`src/rtl/bin_to_bcd_pkg.sv`:
```
`default_nettype none
// ============================================================================
//  Module      : bin_to_bcd_pkg
//  Description : Shared types and constants for the sequential binary-to-BCD
//                (double-dabble) converter.
//                - state_t    : converter FSM states
//                - BIN_WIDTH  : binary input width (fixed 8 in this revision)
//                - ITER       : shift iterations per conversion
//                - BCD_DIGITS : number of packed BCD output digits
//                - SR_WIDTH   : combined BCD + binary shift register width
//  Revision    : 1.0 - initial release
// ============================================================================
package bin_to_bcd_pkg;

    typedef enum logic [0:0] {
        IDLE  = 1'b0,
        SHIFT = 1'b1
    } state_t;

    localparam int BIN_WIDTH  = 8;
    localparam int ITER       = BIN_WIDTH;
    localparam int BCD_DIGITS = 3;
    localparam int BCD_WIDTH  = 4 * BCD_DIGITS;
    localparam int SR_WIDTH   = BCD_WIDTH + BIN_WIDTH;
    localparam int CNT_WIDTH  = $clog2(ITER);

    // Double-dabble digit correction: a digit of 5..9 becomes 8..12 so that
    // the following left shift carries into the next decimal digit.  Inputs
    // never exceed 9, so the 4-bit sum cannot overflow.
    function automatic logic [3:0] nibble_adjust(input logic [3:0] digit);
        if (digit >= 4'd5) begin
            return digit + 4'd3;
        end
        return digit;
    endfunction

endpackage : bin_to_bcd_pkg
`default_nettype wire

```
`src/rtl/bcd_add3.sv`:
```
`default_nettype none
// ============================================================================
//  Module      : bcd_add3
//  Description : Combinational add-3 correction for one BCD digit.
//                Ports:
//                  din  [3:0] : BCD digit before correction (0..9)
//                  dout [3:0] : din + 3 when din >= 5, else din
//  Revision    : 1.0 - initial release
// ============================================================================
module bcd_add3
    import bin_to_bcd_pkg::*;
(
    input  logic [3:0] din,
    output logic [3:0] dout
);

    always_comb begin
        dout = nibble_adjust(din);
    end

endmodule : bcd_add3
`default_nettype wire

```
`src/rtl/bin_to_bcd_seq.sv`:
```
`default_nettype none
// ============================================================================
//  Module      : bin_to_bcd_seq
//  Description : Sequential shift-add-3 converter from an 8-bit binary value
//                to three packed BCD digits {hundreds, tens, ones}.  One bit
//                is processed per clock, so a conversion takes ITER clocks.
//                bcd/ovf are only written on the final iteration, so a
//                downstream display never sees a partial result.
//                Ports:
//                  clk   : system clock
//                  rst   : synchronous reset, active-high
//                  bin   : binary value, sampled when a conversion starts
//                  start : conversion request, honoured only in IDLE
//                  busy  : high while a conversion is in progress
//                  done  : one-cycle pulse when bcd/ovf update
//                  bcd   : {hundreds, tens, ones} packed BCD
//                  ovf   : converted value > 99 (hundreds digit non-zero)
//                Parameters:
//                  IN_WIDTH : binary input width (8 in this revision)
//                  AUTO     : 1 = convert whenever bin differs from the last
//                             converted value, 0 = convert only on start
//  Revision    : 1.0 - initial release
// ============================================================================
module bin_to_bcd_seq
    import bin_to_bcd_pkg::*;
#(
    parameter int IN_WIDTH = BIN_WIDTH,
    parameter bit AUTO     = 1'b0
)
(
    input  logic                 clk,
    input  logic                 rst,
    input  logic [IN_WIDTH-1:0]  bin,
    input  logic                 start,
    output logic                 busy,
    output logic                 done,
    output logic [BCD_WIDTH-1:0] bcd,
    output logic                 ovf
);

    localparam logic [CNT_WIDTH-1:0] c_LAST_ITER = CNT_WIDTH'(ITER - 1);

    state_t                r_state;
    logic [CNT_WIDTH-1:0]  r_cnt;
    logic [SR_WIDTH-1:0]   r_sr;
    logic [IN_WIDTH-1:0]   r_last;

    logic [SR_WIDTH-1:0]   w_adj;
    logic [SR_WIDTH-1:0]   w_shifted;
    logic                  w_auto_trig;
    logic                  w_trigger;

    // ------------------------------------------------------------------
    // Per-digit correction on the BCD part of the shift register; the
    // binary part passes through untouched.
    // ------------------------------------------------------------------
    for (genvar g = 0; g < BCD_DIGITS; g++) begin : g_digit
        bcd_add3 u_add3 (
            .din  (r_sr [BIN_WIDTH + 4*g +: 4]),
            .dout (w_adj[BIN_WIDTH + 4*g +: 4])
        );
    end

    assign w_adj[BIN_WIDTH-1:0] = r_sr[BIN_WIDTH-1:0];

    // The top bit shifted out is always zero: the hundreds digit of an
    // 8-bit value never exceeds 2, so its adjusted form stays below 8.
    assign w_shifted = w_adj << 1;

    // In AUTO mode a fresh value is detected against the last one actually
    // converted, so a bin change during SHIFT is picked up once back in IDLE.
    // A simultaneous start and auto trigger collapse into one conversion.
    assign w_auto_trig = AUTO && (bin != r_last);
    assign w_trigger   = start || w_auto_trig;

    // ------------------------------------------------------------------
    // Control FSM, iteration counter, shift register and registered
    // outputs.
    // ------------------------------------------------------------------
    always_ff @(posedge clk) begin
        if (rst) begin
            r_state <= IDLE;
            r_cnt   <= '0;
            r_sr    <= '0;
            r_last  <= '0;
            busy    <= 1'b0;
            done    <= 1'b0;
            bcd     <= '0;
            ovf     <= 1'b0;
        end else begin
            done <= 1'b0;
            case (r_state)
                IDLE: begin
                    if (w_trigger) begin
                        r_sr    <= {{BCD_WIDTH{1'b0}}, bin};
                        r_cnt   <= '0;
                        r_last  <= bin;
                        busy    <= 1'b1;
                        r_state <= SHIFT;
                    end
                end

                SHIFT: begin
                    r_sr  <= w_shifted;
                    r_cnt <= r_cnt + 1'b1;
                    // The final result is taken from the combinational
                    // shifted value so that bcd lands on the same edge
                    // that ends the conversion.
                    if (r_cnt == c_LAST_ITER) begin
                        bcd     <= w_shifted[SR_WIDTH-1 -: BCD_WIDTH];
                        ovf     <= |w_shifted[SR_WIDTH-1 -: 4];
                        done    <= 1'b1;
                        busy    <= 1'b0;
                        r_state <= IDLE;
                    end
                end

                default: begin
                    r_state <= IDLE;
                    busy    <= 1'b0;
                end
            endcase
        end
    end

endmodule : bin_to_bcd_seq
`default_nettype wire

```
`config.mk`:
```
export PLATFORM = sky130hd
export DESIGN_NAME = bin_to_bcd_seq
export DESIGN_NICKNAME = d
export VERILOG_FILES = /design/src/rtl/bin_to_bcd_pkg.sv /design/src/rtl/bcd_add3.sv /design/src/rtl/bin_to_bcd_seq.sv
export SDC_FILE = /design/constraint.sdc
export NUM_CORES = 1
export LEC_CHECK = 0
export BUFFER_PORTS_ARGS = -buffer_cell sky130_fd_sc_hd__buf_2
export CAP_MARGIN = 0
export CORE_UTILIZATION = 54
export CTS_CLUSTER_DIAMETER = 80
export DETAILED_ROUTE_END_ITERATION = 6
export PLACE_DENSITY_LB_ADDON = 0.12
export SYNTH_ARGS = -nofsm -noshare
export SYNTH_HDL_FRONTEND = slang
export SYNTH_HIERARCHICAL = 1
export SYNTH_SLANG_ARGS = --single-unit
```
`constraint.sdc`:
```
create_clock -name clk -period 3.15 [get_ports clk]
set_clock_uncertainty 0.1 [all_clocks]
set_input_delay 0.315 -clock clk [delete_from_list [all_inputs] [get_ports clk]]
set_output_delay 0.315 -clock clk [all_outputs]
set_load 0.005 [all_outputs]
```
==> out/metrics.yaml, run 1 <==
regToRegSetupSlack_ns: 1.32
cts_resized: 0
regToRegStartpoint: "r_cnt[0]"
post_cts_hold_buffer_count: 0
area_of_the_placeable_core_mm2: 0.00339
timing.fmax_ghz: 0.547
final-hold-violation-count: 0
post-place-ws_ns: 1.35
boundaryPins: 26
worst_ep_arrival_time_ns: 2.00
n_antenna_cell: 0
timing.max_cap.violations: 0
cts-root-buf: "clkbuf_4"
drive_gt1_share_pct: 22.5
die_y_um: 62.0
regToRegEndpoint: "ovf"
run_status: "completed"
post_route_drc: 0
global_route.usage.total_pct: 20.4
power.density_cell_area_mw_per_mm2: 437
setup_crit_end_kind: "register"
worst_hold_startpoint: "bin[0]"
fin_tns_setup_ns: 0
later_pin_clock_latency_in_the_skew_report_ns: 0.35
grt.overflow.total: 0
drt.antenna.violating_nets: 0
crit_start: "r_cnt[0]"
min_period_ns: 1.83
hold_path_depth: 3
post_synth.cell_area_avg_um2: 8.91
die_width_um: 62.0
die-area_mm2: 0.00384
vdd_ir_drop_max_mv: 0.290
wirelength_um: 3680
route.detailed.vias_per_inst: 5.36
power.total_w: 0.000931
number_of_warnings_printed_during_yosys_synthesis: 6
gp_congestion: 0.745
r2r_cells: 4
finalNetCount: 255
hold_path_class: "in -> reg"
cts_inserted_buffers: 5
cts_sinks: 39
dr_total_vias: 1511
dp_wirelength_um: 2460
clk_pin_slew_worst_paths_ns: 0.12
initial_core_util_pct: 57.3
report.final.slew_viol_count: 0
p_leak_nw: 0.880
grt_setup_unrepaired: "no"
cp-start-kind: "register"
timing.final.ws_setup_ns: 1.32
firstDrtPassIters: 4
htree_num_levels: 2
cp_data_required_time_ns: 3.33
worst_path_max_fanout: 26
max_slew.worst_pin.slew_ns: 0.829
numPortBuffers: 25
synthesis.area_mm2: 0.00194
post_drt_wl_per_cell_um: 13.0
num_rows: 21
grt_pass1_vias: 1346
grt_antenna_before_repair: 0
grt_pass1_wl_um: 5660
tritoncts: "built"
cts_setup_buffers: 0
pin_count_of_the_biggest_net_entering_global_routing: 48
hold_path_end: "r_sr[0]"
crit_type: "reg -> reg"
setup_viol: 0
area.growth.synth_to_final_pct: 9.86
clock_tree.buffer_depth: 2
slew-limit-headroom_pct: 44.7
post-route-period-util_pct: 58.0
postSynthCellCount: 218
drt_iter0_drc: 74
synth_nets: 238
-- metal layers --
layer  track usage, %  part of all wire [%]  up-vias
met3             6.00                   4.2        8
li1                 -                     -      787
met1             22.6                    46      687
met5                0                     0        -
met2             36.3                    49       29
met4             8.25                   1.4        0
-- sequential cells by signal (all words and copies together), names as in the netlist --
| signal | count |
|---|---|
| r_sr | 20 |
| bcd | 12 |
| r_cnt | 3 |
| busy | 1 |
| done | 1 |
| ovf | 1 |
| r_state | 1 |
-- through the flow --
stage	hold slack [ns]	instances	instance area [um2]	util [%]
2_1_floorplan	0.344	218	1940	-
3_3_place_gp	0.384	274	2050	60.4
3_5_place_dp	0.379	274	2050	60.4
4_1_cts	0.166	282	2130	62.9
5_1_grt	0.176	282	2130	62.9
6_report	0.160	282	2130	62.9
-- report_power, final --
part / internal [W] / switching [W] / total (W)
combinational: 0.0000246 / 0.0000332 / 0.0000577
clock: 0.000188 / 0.000164 / 0.000352
sequential: 0.000506 / 0.0000166 / 0.000522
-- cells in the final DEF, fill, tap and decap left out, types with 5 or more instances in the layout --
cell type  instances
nand2_1           26
buf_2             25
nand2b_1           7
clkbuf_4           5
nor2b_1            7
nor2_1             5
a21oi_1           29
nand3_1           12
inv_1              7
or3b_1            13
mux2i_1           11
a211oi_1           8
a21bo_2           13
ha_1               9
dfxtp_1           38
-- layout make-up --
type	instances	area, um2
inverter	7	26.3
sequential	39	782
clock inverter	2	35.0
multi-input combinational	156	1050
timing repair buffer	26	133
tap	46	57.6
clock buffer	6	51.3
fill	293	1260
-- worst max path at each step --
stage               endpoint  slack [ns]  depth (start not counted)
floorplan                ovf        1.61                          7
global placement         ovf        1.45                          4
detailed placement       ovf        1.35                          4
CTS                      ovf        1.33                          4
global route          bcd[1]        1.15                          4
finish                   ovf        1.32                          4
-- critical path: stages (launching register included) --
cell and delay [ns]:
dfxtp_1 0.37, ha_1 0.18, ha_1 0.71, a21oi_1 0.16, a211oi_1 0.23
Power figures use the tool's default switching activity.
==> run 2: changes to the inputs <==
Settings changed: CORE_UTILIZATION 54 to 51.
Clock period 3.15 ns to 1.65 ns, I/O delays scaled along.
==> out/metrics.yaml, run 2 (synthesized netlist as in run 1, its figures left out) <==
final-hold-violation-count: 0  # unchanged
worst_ep_arrival_time_ns: 1.74  # -0.26 ns
clk_pin_slew_worst_paths_ns: 0.07  # -0.05 ns
grt.overflow.total: 0  # unchanged
die-area_mm2: 0.00406  # +5.7%
post_route_drc: 0  # unchanged
numPortBuffers: 25  # unchanged
drive_gt1_share_pct: 29.1  # +6.6 points
setup_viol: 0  # unchanged
timing.fmax_ghz: 0.615  # +12%
htree_num_levels: 2  # unchanged
grt_setup_unrepaired: "yes"
largest_reg_flops: 20  # unchanged
clock_tree.buffer_depth: 2  # unchanged
cts_sinks: 39  # unchanged
timing.critical_path.cells: "inv_4 -> ha_4 -> nand2b_4 -> a21oi_4 -> mux2i_2 -> nor4_1 -> a211oi_1"
die_y_um: 63.7  # +2.8%
timing.critical_path.slowest_cell_delay_ns: 0.35  # -0.36 ns
n_antenna_cell: 0  # unchanged
gp_congestion: 0.789  # +5.9%
grt_antenna_before_repair: 0  # unchanged
stdcell_area_mm2: 0.00228  # +6.9%
run_status: "completed"
timing.final.ws_setup_ns: 0.0229  # -1.30 ns
setup_crit_end_kind: "register"
cts-root-buf: "clkbuf_8"
wirelength_um: 3500  # -4.9%
vdd_ir_drop_max_mv: 0.593  # +100%
post_drt_wl_per_cell_um: 12.0  # -8.2%
area_of_the_placeable_core_mm2: 0.00366  # +8.0%
layout_top_registers: "r_sr (20), bcd (12), r_cnt (3)"
drt.antenna.violating_nets: 0  # unchanged
report.final.slew_viol_count: 0  # unchanged
finalNetCount: 263  # +3.1%
largest_register: "r_sr"
pin_count_of_the_biggest_net_entering_global_routing: 40  # -17%
min_period_ns: 1.63  # -0.201 ns
global_route.usage.total_pct: 19.1  # -1.3 points
die_width_um: 63.7  # +2.8%
max_slew.worst_pin.slew_ns: 0.502  # -0.327 ns
final_cell_mix: "dfxtp_1, a21oi_1, nand2_1"
critPathSlowestCell: "dfxtp_2"
post-place-ws_ns: 0.0121  # -1.34 ns
post-route-period-util_pct: 98.6  # +41 points
power.density_cell_area_mw_per_mm2: 799  # +83%
layout_commonest_cell: "dfxtp_1"
hold_path_class: "in -> reg"
route.detailed.vias_per_inst: 5.08  # -5.2%
postPlaceCellArea_mm2: 0.00211  # +3.3%
tritoncts: "built"
grt_pass1_vias: 1332  # -1.0%
grt_pass1_wl_um: 5820  # +2.9%
boundaryPins: 26  # unchanged
later_pin_clock_latency_in_the_skew_report_ns: 0.29  # -0.06 ns
timing.max_cap.violations: 0  # unchanged
area.growth.synth_to_final_pct: 17.5
initial_core_util_pct: 53.0  # -4.2 points
worst_path_max_fanout: 3  # -88%
cp-start-kind: "register"
crit_type: "reg -> reg"
dr_total_vias: 1483  # -1.9%
num_rows: 22  # +4.8%
cp_data_required_time_ns: 1.76  # -1.57 ns
slew-limit-headroom_pct: 66.5  # +22 points
firstDrtPassIters: 4  # unchanged
cts_inserted_buffers: 5  # unchanged
drt_iter0_drc: 50  # -32%
dp_wirelength_um: 2290  # -7.0%
p_leak_nw: 0.932  # +5.9%
run 2: cell count changes in the layout (fill, tap and decap cells not counted), moves of 4 or more:
cell	before	now
buf_4	1	8
clkbuf_4	5	0
dfxtp_1	38	34
clkbuf_8	1	7
dfxtp_2	1	5
run 2: per-layer routing:
layer  part of all wire, %  GRT usage (%)  vias up  wire length (um)
met4                   1.0           9.38        0                36
met3                   4.9           8.51        4               171
met2                    44           29.5       27              1550
met5                     0              0        -                 0
met1                    50           22.1      652              1740
li1                      -              -      800                 -
run 2: per-stage QoR:
step	TNS (ns)	hold slack [ns]	utilization, %	power (W)	instances
final	0	0.0614	62.3	0.00182	292
after floorplan	0	0.247	-	0.00110	218
after detailed placement	0	0.368	57.8	0.00114	283
after CTS	0	0.0547	60.5	0.00186	291
after global routing	-0.0438	0.0622	62.3	0.00192	292
after global placement	0	0.366	57.8	0.00114	283
run 2: final cells by class:
class	instances	area, um2
flip-flops and latches	39	787
fillers	328	1380
repair buffers	34	205
well taps	48	60.1
clock buffers	8	100
multi-input cells	156	1100
inverters	7	28.8
run 2: repair_timing:
item                                    4_1_cts  5_1_grt
pin swaps                                     2        6
buffers inserted                              0        1
hold buffers                                  0        0
resized for setup                             0       15
endpoints found under the setup margin        1        6
run 2: worst paths after layout:
path / slack (ns) / endpoint / depth (start not counted) / from
worst max-delay path: 0.02 / ovf / 7 / r_sr[17]
worst min-delay path: 0.06 / r_sr[0] / 3 / bin[0]
worst max register to register: 0.02 / ovf / 7 / r_sr[17]
worst min register to register: 0.38 / r_sr[8] / 2 / r_sr[7]
run 2: power breakdown:
part	total [W]	internal, W	switching, W
logic	0.000139	0.0000609	0.0000785
clock network	0.000702	0.000381	0.000321
registers	0.000981	0.000965	0.0000162
total	0.00182	0.00141	0.000416
run 2: critical path, delay by kind of cell (launching register included):
kind	cells	cell delay, ns
multiplexers	1	0.28
flip-flops	1	0.35
AO/OA/AOI/OAI	2	0.39
adder cells (fa/ha/maj)	1	0.14
buffers and inverters	1	0.05
AND/OR/NAND/NOR	2	0.23
==> run 3: changes to the inputs <==
Settings changed: CORE_UTILIZATION 51 to 54, GPL_ROUTABILITY_DRIVEN from default to 1.
Clock period 1.65 ns to 1.7 ns, I/O delays scaled along.
==> out/metrics.yaml, run 3 (synthesized netlist as in run 1, its figures left out) <==
run_status: "completed"
min_period_ns: 1.69  # +0.0651 ns
drt_iter0_drc: 74  # +48%
die-area_mm2: 0.00384  # -5.4%
layout_top_registers: "r_sr (20), bcd (12), r_cnt (3)"
n_antenna_cell: 0  # unchanged
post-place-ws_ns: 0.0471  # +0.0350 ns
power.density_cell_area_mw_per_mm2: 809  # +1.3%
timing.critical_path.slowest_cell_delay_ns: 0.37  # +0.02 ns
filler_cells_inserted: 270  # -18%
tritoncts: "built"
worst_ep_arrival_time_ns: 1.87  # +0.13 ns
largest_register: "r_sr"
timing.fmax_ghz: 0.591  # -3.8%
area_of_the_placeable_core_mm2: 0.00339  # -7.4%
cpLargestDelayFamily: "compound AO/OA/AOI/OAI gates"
dr_total_vias: 1548  # +4.4%
stdcell_area_mm2: 0.00230  # +0.93%
critPathSlowestCell: "dfxtp_2"
num_rows: 21  # -4.5%
dp_wirelength_um: 2520  # +10%
htree_num_levels: 2  # unchanged
postPlaceCellArea_mm2: 0.00210  # -0.47%
post_drt_wl_per_cell_um: 12.9  # +7.5%
crit_type: "reg -> reg"
timing.final.ws_setup_ns: 0.00787  # -0.0151 ns
firstDrtPassIters: 4  # unchanged
path_buf_inv: 1  # unchanged
grt_setup_unrepaired: "yes"
post_route_drc: 0  # unchanged
cts-root-buf: "clkbuf_4"
route.detailed.vias_per_inst: 5.34  # +5.1%
largest_reg_flops: 20  # unchanged
finalNetCount: 263  # unchanged
clock_tree.buffer_depth: 2  # unchanged
slew-limit-headroom_pct: 66.5  # about the same
grt_antenna_before_repair: 0  # unchanged
vdd_ir_drop_max_mv: 0.624  # +5.2%
pin_count_of_the_biggest_net_entering_global_routing: 26  # -35%
cp_data_required_time_ns: 1.88  # +0.12 ns
die_width_um: 62.0  # -2.7%
initial_core_util_pct: 57.3  # +4.2 points
gp_congestion: 0.802  # +1.6%
layout_commonest_cell: "dfxtp_1"
global_route.usage.total_pct: 20.8  # +1.7 points
cts_sinks: 39  # unchanged
p_leak_nw: 0.944  # +1.3%
final-hold-violation-count: 0  # unchanged
setup_crit_end_kind: "register"
boundaryPins: 26  # unchanged
max_slew.worst_pin.slew_ns: 0.503  # +0.000674 ns
die_y_um: 62.0  # -2.7%
final_cell_mix: "dfxtp_1, a21oi_1, nand2_1"
grt_pass1_wl_um: 5890  # +1.1%
drive_gt1_share_pct: 30.7  # +1.6 points
cts_inserted_buffers: 5  # unchanged
cp-start-kind: "register"
report.final.slew_viol_count: 0  # unchanged
timing.critical_path.cells: "inv_4 -> ha_2 -> nand2b_4 -> a21oi_4 -> mux2i_4 -> nor4_2 -> a211oi_1"
fin_tns_setup_ns: 0  # unchanged
later_pin_clock_latency_in_the_skew_report_ns: 0.35  # +0.06 ns
hold_path_class: "in -> reg"
post_cts_hold_buffer_count: 0  # unchanged
wirelength_um: 3730  # +6.7%
drt.antenna.violating_nets: 0  # unchanged
grt_pass1_vias: 1404  # +5.4%
setup_viol: 0  # unchanged
area.growth.synth_to_final_pct: 18.6
grt.overflow.total: 0  # unchanged
clk_pin_slew_worst_paths_ns: 0.12  # +0.05 ns
numPortBuffers: 25  # unchanged
post-route-period-util_pct: 99.5  # +0.93 points
worst_path_max_fanout: 3  # unchanged
timing.max_cap.violations: 0  # unchanged
## run 3: changes by cell type in the layout (fill, tap and decap cells not counted), moves of 2 or more
cell / before / now
clkbuf_8: 7 / 0
clkbuf_4: 0 / 5
ha_2: 0 / 2
bufinv_16: 0 / 2
## run 3: metrics by stage
stage                     utilization (%)  hold slack [ns]  power (W)  std cells
after floorplan                         -            0.252    0.00107        218
after global placement               62.1            0.364    0.00110        280
after detailed placement             62.1            0.387    0.00111        280
after CTS                            66.0          0.00226    0.00188        288
after global routing                 67.9          0.00849    0.00193        290
final                                67.9           0.0106    0.00186        290
## run 3: area by class of cell
cell class / instances / area [um2] / share of cell area (%)
Inverter: 7 / 28.8 / 1.25
Multi-Input combinational cell: 156 / 1120 / 48.6
Sequential cell: 39 / 787 / 34.2
Tap cell: 46 / 57.6 / 2.50
Clock inverter: 3 / 67.6 / 2.93
Clock buffer: 5 / 37.5 / 1.63
Timing Repair Buffer: 34 / 205 / 8.91
## run 3: routing by layer
| layer | up-vias | share of wire, % | global-route usage [%] |
|---|---|---|---|
| li1 | 803 | - | - |
| met1 | 708 | 45 | 23.7 |
| met2 | 28 | 49 | 36.2 |
| met3 | 9 | 4.2 | 4.55 |
| met4 | 0 | 2.0 | 11.1 |
| met5 | - | 0 | 0 |
## run 3: timing repair
action / CTS / global route
gates resized for setup: 6 / 12
pin swaps: 3 / 7
buffers inserted: 0 / 2
endpoints found under the setup margin: 1 / 7
## run 3: power breakdown
part           internal, W  switching (W)  total [W]  leakage (nW)
sequential        0.000937      0.0000210   0.000958         0.319
clock             0.000457       0.000322   0.000779        0.0514
combinational    0.0000559      0.0000708   0.000127         0.573
total              0.00145       0.000414    0.00186         0.944
## run 3: path summary, 6_finish.rpt
check,start,endpoint,slack [ns],cells after the start
max,r_sr[17],ovf,0.008,7
min,bin[0],r_sr[0],0.01,3
max reg2reg,r_sr[17],ovf,0.008,7
min reg2reg,r_sr[7],bcd[0],0.40,2
## run 3: worst min-delay path: cells and delay by family
kind | cells | cell delay, ns
multiplexers | 1 | 0.06
buffers and inverters | 1 | 0.08
AND/OR/NAND/NOR | 1 | 0.11
